### src/rtl/dsp_simd_pack_pkg.sv
// Shared definitions for the four-lane SIMD operand packer.
// Optional partial-vector close is enabled by DSP_SIMD_PACK_LAST_EN.
package dsp_simd_pkg;

    localparam int LANES      = 4;
    localparam int LANE_WIDTH = 12;

    typedef enum logic [0:0] {
        FILL = 1'b0,
        HOLD = 1'b1
    } state_e;

    typedef logic [LANES-1:0] mask_t;

endpackage

### src/rtl/dsp_simd_pack_if.sv
// Scalar-pair input stream and four-lane vector output of the packer.
// in_last exists only when DSP_SIMD_PACK_LAST_EN is defined.
interface dsp_simd_pack_if #(
    parameter int WIDTH = 12
);
    logic                in_valid;
    logic                in_ready;
    logic [WIDTH-1:0]    in_a;
    logic [WIDTH-1:0]    in_b;
`ifdef DSP_SIMD_PACK_LAST_EN
    logic                in_last;
`endif
    logic                out_valid;
    logic                out_ready;
    logic [WIDTH-1:0]    a0, a1, a2, a3;
    logic [WIDTH-1:0]    b0, b1, b2, b3;
    dsp_simd_pkg::mask_t out_mask;

    modport master (
        output in_valid, in_a, in_b,
`ifdef DSP_SIMD_PACK_LAST_EN
        output in_last,
`endif
        output out_ready,
        input  in_ready, out_valid, a0, a1, a2, a3, b0, b1, b2, b3, out_mask
    );

    modport slave (
        input  in_valid, in_a, in_b,
`ifdef DSP_SIMD_PACK_LAST_EN
        input  in_last,
`endif
        input  out_ready,
        output in_ready, out_valid, a0, a1, a2, a3, b0, b1, b2, b3, out_mask
    );

endinterface

### src/rtl/dsp_simd_pack.sv
// Gathers four scalar (a, b) pairs into one SIMD vector with a lane mask.
// DSP_SIMD_PACK_LAST_EN adds in_last to close partial vectors early.
module dsp_simd_pack
    import dsp_simd_pkg::*;
#(
    parameter int WIDTH = 12
) (
    input  logic           clk_i,
    input  logic           rst_n_i,
    dsp_simd_pack_if.slave bus
);

    if (WIDTH < 1 || WIDTH > LANE_WIDTH) begin : g_width_chk
        $error("dsp_simd_pack: WIDTH=%0d outside legal range 1..%0d", WIDTH, LANE_WIDTH);
    end

    state_e           state_q, state_d;
    logic [1:0]       cnt_q, cnt_d;
    mask_t            mask_q, mask_d;
    logic [WIDTH-1:0] lane_a_q [LANES];
    logic [WIDTH-1:0] lane_a_d [LANES];
    logic [WIDTH-1:0] lane_b_q [LANES];
    logic [WIDTH-1:0] lane_b_d [LANES];

    logic last;
    logic in_ready;
    logic in_fire;
    logic out_fire;

`ifdef DSP_SIMD_PACK_LAST_EN
    assign last = bus.in_last;
`else
    assign last = 1'b0;
`endif

    // Ready is held low while reset is asserted so nothing is accepted then.
    assign in_ready = rst_n_i & ((state_q == FILL) | bus.out_ready);
    assign in_fire  = bus.in_valid & in_ready;
    assign out_fire = (state_q == HOLD) & bus.out_ready;

    always_comb begin
        state_d  = state_q;
        cnt_d    = cnt_q;
        mask_d   = mask_q;
        lane_a_d = lane_a_q;
        lane_b_d = lane_b_q;
        case (state_q)
            FILL: begin
                if (in_fire) begin
                    lane_a_d[cnt_q] = bus.in_a;
                    lane_b_d[cnt_q] = bus.in_b;
                    mask_d[cnt_q]   = 1'b1;
                    if (cnt_q == 2'd3 || last) begin
                        state_d = HOLD;
                        cnt_d   = 2'd0;
                    end else begin
                        cnt_d = cnt_q + 2'd1;
                    end
                end
            end
            HOLD: begin
                if (out_fire) begin
                    for (int i = 0; i < LANES; i++) begin
                        lane_a_d[i] = '0;
                        lane_b_d[i] = '0;
                    end
                    mask_d  = '0;
                    state_d = FILL;
                    cnt_d   = 2'd0;
                    // A pair accepted alongside the outgoing vector starts the next one.
                    if (in_fire) begin
                        lane_a_d[0] = bus.in_a;
                        lane_b_d[0] = bus.in_b;
                        mask_d      = 4'b0001;
                        if (last) begin
                            state_d = HOLD;
                        end else begin
                            cnt_d = 2'd1;
                        end
                    end
                end
            end
            default: begin
                state_d = FILL;
                cnt_d   = 2'd0;
            end
        endcase
    end

    always_ff @(posedge clk_i or negedge rst_n_i) begin
        if (!rst_n_i) begin
            state_q <= FILL;
            cnt_q   <= 2'd0;
            mask_q  <= '0;
            for (int i = 0; i < LANES; i++) begin
                lane_a_q[i] <= '0;
                lane_b_q[i] <= '0;
            end
        end else begin
            state_q  <= state_d;
            cnt_q    <= cnt_d;
            mask_q   <= mask_d;
            lane_a_q <= lane_a_d;
            lane_b_q <= lane_b_d;
        end
    end

    assign bus.in_ready  = in_ready;
    assign bus.out_valid = (state_q == HOLD);
    assign bus.out_mask  = mask_q;
    assign bus.a0        = lane_a_q[0];
    assign bus.a1        = lane_a_q[1];
    assign bus.a2        = lane_a_q[2];
    assign bus.a3        = lane_a_q[3];
    assign bus.b0        = lane_b_q[0];
    assign bus.b1        = lane_b_q[1];
    assign bus.b2        = lane_b_q[2];
    assign bus.b3        = lane_b_q[3];

endmodule

### src/flat_wrapper.sv
// flat-port wrapper written by rule: the top's interface ports become plain ports
module dsp_simd_pack_flat import dsp_simd_pkg::*;
#(
    parameter int WIDTH = 12
)
  (clk_i, rst_n_i, bus_in_valid, bus_in_a, bus_in_b, bus_out_ready, bus_in_ready, bus_out_valid, bus_a0, bus_a1, bus_a2, bus_a3, bus_b0, bus_b1, bus_b2, bus_b3, bus_out_mask);
  dsp_simd_pack_if #(.WIDTH(WIDTH)) bus_i ();
  input  logic clk_i;
  input  logic rst_n_i;
  input wire logic [$bits(bus_i.in_valid)-1:0] bus_in_valid;
  input wire logic [$bits(bus_i.in_a)-1:0] bus_in_a;
  input wire logic [$bits(bus_i.in_b)-1:0] bus_in_b;
  input wire logic [$bits(bus_i.out_ready)-1:0] bus_out_ready;
  output wire logic [$bits(bus_i.in_ready)-1:0] bus_in_ready;
  output wire logic [$bits(bus_i.out_valid)-1:0] bus_out_valid;
  output wire logic [$bits(bus_i.a0)-1:0] bus_a0;
  output wire logic [$bits(bus_i.a1)-1:0] bus_a1;
  output wire logic [$bits(bus_i.a2)-1:0] bus_a2;
  output wire logic [$bits(bus_i.a3)-1:0] bus_a3;
  output wire logic [$bits(bus_i.b0)-1:0] bus_b0;
  output wire logic [$bits(bus_i.b1)-1:0] bus_b1;
  output wire logic [$bits(bus_i.b2)-1:0] bus_b2;
  output wire logic [$bits(bus_i.b3)-1:0] bus_b3;
  output wire logic [$bits(bus_i.out_mask)-1:0] bus_out_mask;
  assign bus_i.in_valid = bus_in_valid;
  assign bus_i.in_a = bus_in_a;
  assign bus_i.in_b = bus_in_b;
  assign bus_i.out_ready = bus_out_ready;
  assign bus_in_ready = bus_i.in_ready;
  assign bus_out_valid = bus_i.out_valid;
  assign bus_a0 = bus_i.a0;
  assign bus_a1 = bus_i.a1;
  assign bus_a2 = bus_i.a2;
  assign bus_a3 = bus_i.a3;
  assign bus_b0 = bus_i.b0;
  assign bus_b1 = bus_i.b1;
  assign bus_b2 = bus_i.b2;
  assign bus_b3 = bus_i.b3;
  assign bus_out_mask = bus_i.out_mask;
  dsp_simd_pack #(.WIDTH(WIDTH)) u_core (.clk_i(clk_i), .rst_n_i(rst_n_i), .bus(bus_i));
endmodule
### config.mk
export PLATFORM = sky130hd
export DESIGN_NAME = dsp_simd_pack_flat
export DESIGN_NICKNAME = d
export VERILOG_FILES = /design/src/rtl/dsp_simd_pack_pkg.sv /design/src/rtl/dsp_simd_pack_if.sv /design/src/rtl/dsp_simd_pack.sv /design/src/flat_wrapper.sv
export SDC_FILE = /design/constraint.sdc
export NUM_CORES = 1
export LEC_CHECK = 0
export CORE_UTILIZATION = 25
export CTS_BUF_LIST = sky130_fd_sc_hd__clkbuf_4
export CTS_CLUSTER_SIZE = 24
export DETAILED_ROUTE_END_ITERATION = 10
export DONT_BUFFER_PORTS = 1
export PLACE_DENSITY = 0.36
export SLEW_MARGIN = 0
export SYNTH_ARGS = -nofsm -noshare
export SYNTH_HDL_FRONTEND = slang
export SYNTH_SLANG_ARGS = --single-unit
### constraint.sdc
create_clock -name clk_i -period 3.75 [get_ports clk_i]
set_clock_uncertainty 0.1 [all_clocks]
set_input_delay 0.75 -clock clk_i [delete_from_list [all_inputs] [get_ports clk_i]]
set_output_delay 0.75 -clock clk_i [all_outputs]
set_load 0.05 [all_outputs]
==> qor.csv, run 1 <==
stage;metric;value;unit
clock_tree;CTS tree;built;
pwr;worst vdd rail ir drop;0.292;mV
layout;fillers;1829;
critical_path;FF-to-FF End;u_core.bus.b0[8];
sta;Final Max Slew Viols;0;
clock_tree;Clock H-tree levels;3;
place;DP Cell Count;608;
layout;commonest non-fill, non-tap cells in the layout;dfrtp_1, nand2_1, nand3_1, o21ai_0, o21ai_1;
floorplanning;die area;17800;µm²
global_routing;vias in the first global route;3135;
critical_path;Critical R2R Launch;u_core.bus.out_valid;
sta;hold slack;0.0914;ns
critical_path;reg2reg path depth;3;
pwr;power consumption;0.00475;W
sta;worst slew pin tran;0.918;ns
clock_tree;Root Driver;clkbuf_4;
drt;routed length per instance;21.1;µm
sta;Final period util;78.4;%
logic_synthesis;Mapped Cells;422;
critical_path;Startpoint Class;flop;
logic_synthesis;Seq/Total Area, Yosys;59.8;%
job;Max Cap Viol;0;
logic_synthesis;ranking of synthesized cells by area;dfrtp_1, nand3_1, nand2_1;
critical_path;slowest CP cell;dfrtp_1;
floorplanning;starting density of the core;25.8;%
global_routing;pin count of the biggest net entering global routing;104;
sta;Slew headroom;38.8;%
critical_path;CP required;2.90;ns
critical_path;crit-path max cell delay;0.98;ns
drt;vias;3061;
floorplanning;Die H;133;µm
clock_tree;CTS Buffer Depth;2;
run_status;status;finished clean;
layout;Cell Count, Final, Fillers Out;626;
place;Final Wtd Congestion;0.746;
clock_tree;total CTS buffers;9;
logic_synthesis;Mean Syn Cell Area;10.2;µm²
global_routing;initial antenna violation count;0;
logic_synthesis;Syn Nets;454;
place;Place WS;1.17;ns
floorplanning;core area;16700;µm²
sta;Final WS setup;0.810;ns
floorplanning;Die W;133;µm
pwr;Static Leak;1.98;nW
sta;minimum clock period after layout;2.94;ns
clock_tree;clock-pin slew on the worst setup and hold paths;0.17;ns
drt;drt pass-1 iters;4;
drt;total wire length;13200;µm
critical_path;Crit Path Max Fanout;15;
pwr;PD cells;1040;nW/µm²
place;I/O Buffers;0;
global_routing;gr usage total;15.5;%
critical_path;kind of critical path;reg -> out;
clock_tree;CTS sink count;103;
floorplanning;Ports;130;
floorplanning;# rows;47;
clock_tree;clk_lat worst skew;0.48;ns
sta;unrepaired setup endpoints after global routing;false;
drt;Iteration-0 DRC Markers;136;
drt;Vias/cell;4.89;
drt;antenna-violating nets left;0;
layout;commonest non-fill, non-tap cell in the layout;dfrtp_1;
global_routing;GRT overflow;0;
critical_path;register-to-register setup slack;1.20;ns
hold_path;worst hold path class;in -> async;
logic_synthesis;cell taking the most area after synthesis;dfrtp_1;
global_routing;global-route wire length before repair;20400;µm
critical_path;crit path DAT;2.09;ns
sta;Setup Viol. Count Final;0;
sta;Final Hold Fails;0;
logic_synthesis;Mapped Area;4310;µm²
critical_path;crit path cell chain;nand2b_1 > and2_1;
sta;Sum Neg Setup Slack;0;ns
logic_synthesis;Yosys cell types;23;
logic_synthesis;Yosys reg bits;103;
drt;DRC;0;
logic_synthesis;synth warn;0;
layout;Area Overhead vs Synth;6.01;%
sta;FMAX;0.340;GHz
layout;Final nets;432;
critical_path;element type at the critical path end;primary output;
layout;layout cells sized above 1;7.41;%
place;Post-DP HPWL;8490;µm
logic_synthesis;Yosys top cell area share;59.8;%
what timing repair did:
item                      4_1_cts  5_1_grt
resized for setup               0        0
hold buffers                    1        0
buffers inserted                0        0
hold endpoints to repair      103        0
metrics by stage:
step | util (%) | cell area [µm²]
after floorplan | - | 4310
after detailed placement | 26.2 | 4370
final | 27.3 | 4570
after CTS | 27.3 | 4560
after global placement | 26.2 | 4370
after global routing | 27.3 | 4560
worst max path at each step:
stage,startpoint,end,cells after the start
3_5_place_dp,u_core.bus.out_valid,u_core.bus.b0[10],3
4_1_cts,u_core.bus.out_valid,bus_in_ready,2
5_1_grt,u_core.bus.out_valid,bus_in_ready,2
6_report,u_core.bus.out_valid,bus_in_ready,2
2_1_floorplan,u_core.bus.out_valid,bus_in_ready,3
3_3_place_gp,u_core.bus.out_valid,u_core.bus.a0[10],3
state kept, by name, summed over array words and instances (netlist names):
name                  flops
u_core.bus.b1            12
u_core.bus.b0            12
u_core.bus.a1            12
u_core.bus.b3            12
u_core.bus.b2            12
u_core.bus.a2            12
u_core.bus.out_valid      1
u_core.cnt_q              2
u_core.bus.out_mask       4
u_core.bus.a3            12
u_core.bus.a0            12
area by class of cell:
cell class              instances  area, µm²  share of cell area, %
repair buffers                  5       57.6                   1.26
well taps                     220        275                   6.03
clock buffers                  11       82.6                   1.81
clock inverters                 5       82.6                   1.81
diodes                          1       2.50                 0.0548
multi-input cells             274       1460                   32.0
inverters                       7       26.3                  0.575
flip-flops and latches        103       2580                   56.5
cell families (layout without fill, tap and decap cells):
logic type / Yosys count / after routing / synth area share, %
flops: 103 / 103 / 59.8
compound gates: 108 / 108 / 15.1
simple gates: 161 / 161 / 17.2
buf+inv: 45 / 28 / 6.48
mux: 1 / 1 / 0.232
other cells: 0 / 1 / 0
fa+ha+maj: 4 / 4 / 1.16
Yosys cell counts, drive strengths merged:
master	instances
buf	30
o21ai	73
ha	4
o22ai	4
nor2	3
and4b	3
nand2b	2
a22o	24
inv	7
dfrtp	103
nand3	73
and2	2
mux2i	1
nor2b	3
clkbuf	8
nand2	75
o21a	1
a21oi	6
report_power, final:
part / internal [W] / switching [W] / total [W]
Clock: 0.000285 / 0.000395 / 0.000680
Sequential: 0.00150 / 0.00182 / 0.00332
Combinational: 0.000280 / 0.000480 / 0.000760
Total: 0.00206 / 0.00269 / 0.00475
layer usage:
| layer | routed length, µm | track usage (%) |
|---|---|---|
| met1 | 5570 | 19.5 |
| met3 | 1310 | 6.05 |
| met4 | 290 | 6.63 |
| met5 | 0 | 0 |
| met2 | 6020 | 23.7 |
critical path: cells and delay by family (launching register included):
kind | cells | cell delay (ns)
DFF | 1 | 0.98
and+or+nand+nor | 2 | 0.64
(Power assumes the default switching activity.)
==> run 2, diff against run 1 <==
--- a/config.mk
+++ b/config.mk
@@ -10,7 +10,7 @@
 export CTS_CLUSTER_SIZE = 24
 export DETAILED_ROUTE_END_ITERATION = 10
 export DONT_BUFFER_PORTS = 1
-export PLACE_DENSITY = 0.36
+export PLACE_DENSITY = 0.38
 export SLEW_MARGIN = 0
 export SYNTH_ARGS = -nofsm -noshare
 export SYNTH_HDL_FRONTEND = slang
==> constraint.sdc (replaced) <==
create_clock -name clk_i -period 2.4 [get_ports clk_i]
set_clock_uncertainty 0.1 [all_clocks]
set_input_delay 0.48 -clock clk_i [delete_from_list [all_inputs] [get_ports clk_i]]
set_output_delay 0.48 -clock clk_i [all_outputs]
set_load 0.05 [all_outputs]
==> qor.csv, run 2 (synthesized netlist as in run 1, its figures left out) <==
stage;metric;value;unit;change
job;Max Cap Viol;0;;unchanged
run_status;status;complete, but fails checks;;
pwr;cell internal pwr;0.00316;W;+53%
sta;FMAX;0.445;GHz;
place;Post-DP HPWL;8580;µm;+1.1%
floorplanning;Die H;133;µm;unchanged
drt;Vias/cell;4.83;;-1.2%
place;Final Wtd Congestion;0.771;;+3.3%
drt;Iteration-0 DRC Markers;153;;+13%
pwr;P_sw;0.00421;W;+56%
pwr;worst vdd rail ir drop;0.495;mV;+69%
clock_tree;CTS tree;built;;
global_routing;GRT overflow;0;;unchanged
clock_tree;clock-pin slew on the worst setup and hold paths;0.16;ns;about the same
critical_path;Startpoint Class;flop;;
floorplanning;die area;17800;µm²;unchanged
clock_tree;CTS Buffer Depth;2;;unchanged
sta;Sum Neg Setup Slack;0;ns;unchanged
global_routing;vias in the first global route;3267;;+4.2%
clock_tree;total CTS buffers;9;;unchanged
critical_path;kind of critical path;reg -> out;;
run_status;failing checks;hold timing;;
floorplanning;starting density of the core;25.8;%;unchanged
global_routing;gr usage total;15.9;%;+0.34 points
floorplanning;Ports;130;;unchanged
drt;antenna-violating nets left;0;;unchanged
floorplanning;Die W;133;µm;unchanged
pwr;power consumption;0.00737;W;+55%
pwr;Clk network pwr share;12.6;%;-1.7 points
critical_path;CP required;1.82;ns;-1.08 ns
clock_tree;Root Driver;clkbuf_4;;
sta;Final period util;93.6;%;
clock_tree;Clock H-tree levels;3;;unchanged
sta;hold slack;-0.423;ns;-0.514 ns
hold_path;worst hold path class;in -> async;;
sta;Setup Viol. Count Final;0;;unchanged
layout;Core Util, Final;29.0;%;+1.7 points
sta;Slew headroom;52.2;%;+13 points
sta;Final Max Slew Viols;0;;unchanged
sta;worst slew pin tran;0.715;ns;-0.203 ns
drt;total wire length;13900;µm;+5.2%
sta;Final Hold Fails;103;;+103
critical_path;register-to-register setup slack;0.49;ns;-0.71 ns
drt;routed length per instance;21.1;µm;+0.21%
drt;vias;3175;;+3.7%
drt;drt pass-1 iters;4;;unchanged
pwr;Static Leak;2.11;nW;+6.7%
layout;antenna cell count;0;;-1
critical_path;Crit Path Max Fanout;14;;-1
critical_path;element type at the critical path end;primary output;;
floorplanning;# rows;47;;unchanged
drt;DRC;0;;unchanged
global_routing;global-route wire length before repair;20700;µm;+1.4%
sta;unrepaired setup endpoints after global routing;false;;
layout;layout cells sized above 1;7.09;%;-0.31 points
clock_tree;clk_lat worst skew;0.47;ns;about the same
pwr;PD cells;1520;nW/µm²;+46%
layout;Area Overhead vs Synth;12.5;%;
layout;commonest non-fill, non-tap cells in the layout;dfrtp_1, nand2_1, nand3_1, o21ai_0, dlygate4sd3_1;;
pwr;share of total power in combinational logic;17.1;%;+1.1 points
global_routing;initial antenna violation count;0;;unchanged
clock_tree;CTS sink count;103;;unchanged
layout;Final nets;464;;+7.4%
floorplanning;core area;16700;µm²;unchanged
global_routing;pin count of the biggest net entering global routing;110;;+5.8%
critical_path;crit path DAT;1.67;ns;-0.42 ns
layout;commonest non-fill, non-tap cell in the layout;dfrtp_1;;
place;I/O Buffers;0;;unchanged
sta;minimum clock period after layout;2.25;ns;
clock_tree;CTS Hold Bufs;28;;+27
pwr;fraction of power spent switching nets;57.1;%;+0.46 points
pwr;Flop pwr share;70.3;%;+0.6 points
==> run 2: cell count changes in the layout (fill, tap and decap cells not counted) <==
| cell | previous run | this run |
|---|---|---|
| and4b_1 | 0 | 1 |
| buf_16 | 1 | 0 |
| buf_12 | 0 | 2 |
| buf_4 | 4 | 7 |
| clkinv_1 | 0 | 3 |
| and2_2 | 0 | 1 |
| dlygate4sd3_1 | 0 | 28 |
| diode_2 | 1 | 0 |
| and4b_2 | 3 | 2 |
| bufinv_16 | 2 | 1 |
| and2_1 | 2 | 1 |
| clkinvlp_4 | 3 | 1 |
==> run 2: worst paths after layout <==
path	start	endpoint	cells past startpoint
max	u_core.bus.out_valid	bus_in_ready	2
max reg2reg	u_core.cnt_q[0]	u_core.bus.a0[4]	5
max in group asynchronous	rst_n_i	u_core.bus.b3[3]	0
min	rst_n_i	u_core.bus.a0[3]	0
min reg2reg	u_core.cnt_q[0]	u_core.cnt_q[0]	2
min in group clk_i	bus_in_b[9]	u_core.bus.b1[9]	2
==> run 2: final cells by class <==
| type | count | area (µm²) |
|---|---|---|
| Multi-Input combinational cell | 274 | 1460 |
| Clock inverter | 5 | 48.8 |
| Inverter | 7 | 26.3 |
| Sequential cell | 103 | 2580 |
| Clock buffer | 11 | 82.6 |
| Fill cell | 1801 | 11900 |
| Timing Repair Buffer | 37 | 373 |
| Tap cell | 220 | 275 |
==> run 2: power by group through the flow <==
stage	combinational [W]	sequential, W	clock [W]
final	0.00126	0.00518	0.000931
after floorplan	0.00100	0.00500	0
after CTS	0.00128	0.00520	0.000979
after global placement	0.00117	0.00523	0
after detailed placement	0.00122	0.00523	0
after global routing	0.00145	0.00528	0.00104
==> run 2: per-stage QoR <==
stage,area (µm²),std cells,hold WS [ns],setup WS [ns]
floorplan,4310,422,0.0844,0.468
global placement,4430,613,0.0897,0.595
detailed placement,4430,613,0.0888,0.549
CTS,4840,657,-0.477,0.0372
global route,4840,657,-0.474,0.0201
finish,4840,657,-0.423,0.153
==> run 2: timing repair <==
| action | 4_1_cts | 5_1_grt |
|---|---|---|
| gates resized for setup | 0 | 1 |
| endpoints found under the setup margin | 0 | 1 |
| buffers inserted | 0 | 0 |
| hold endpoints to repair | 178 | 103 |
==> run 2: layer usage <==
metal | up-vias | wire length [µm] | global-route usage, %
met5 | - | 0 | 0
met4 | 0 | 193 | 5.56
met3 | 13 | 1420 | 6.24
met2 | 121 | 6660 | 26.0
met1 | 1566 | 5610 | 18.8
li1 | 1475 | - | -
==> run 2: worst max-delay path, cell delays in order, from the launching register on <==
cell,delay (ns)
dfrtp_1,0.68
nand2b_1,0.18
and2_2,0.33
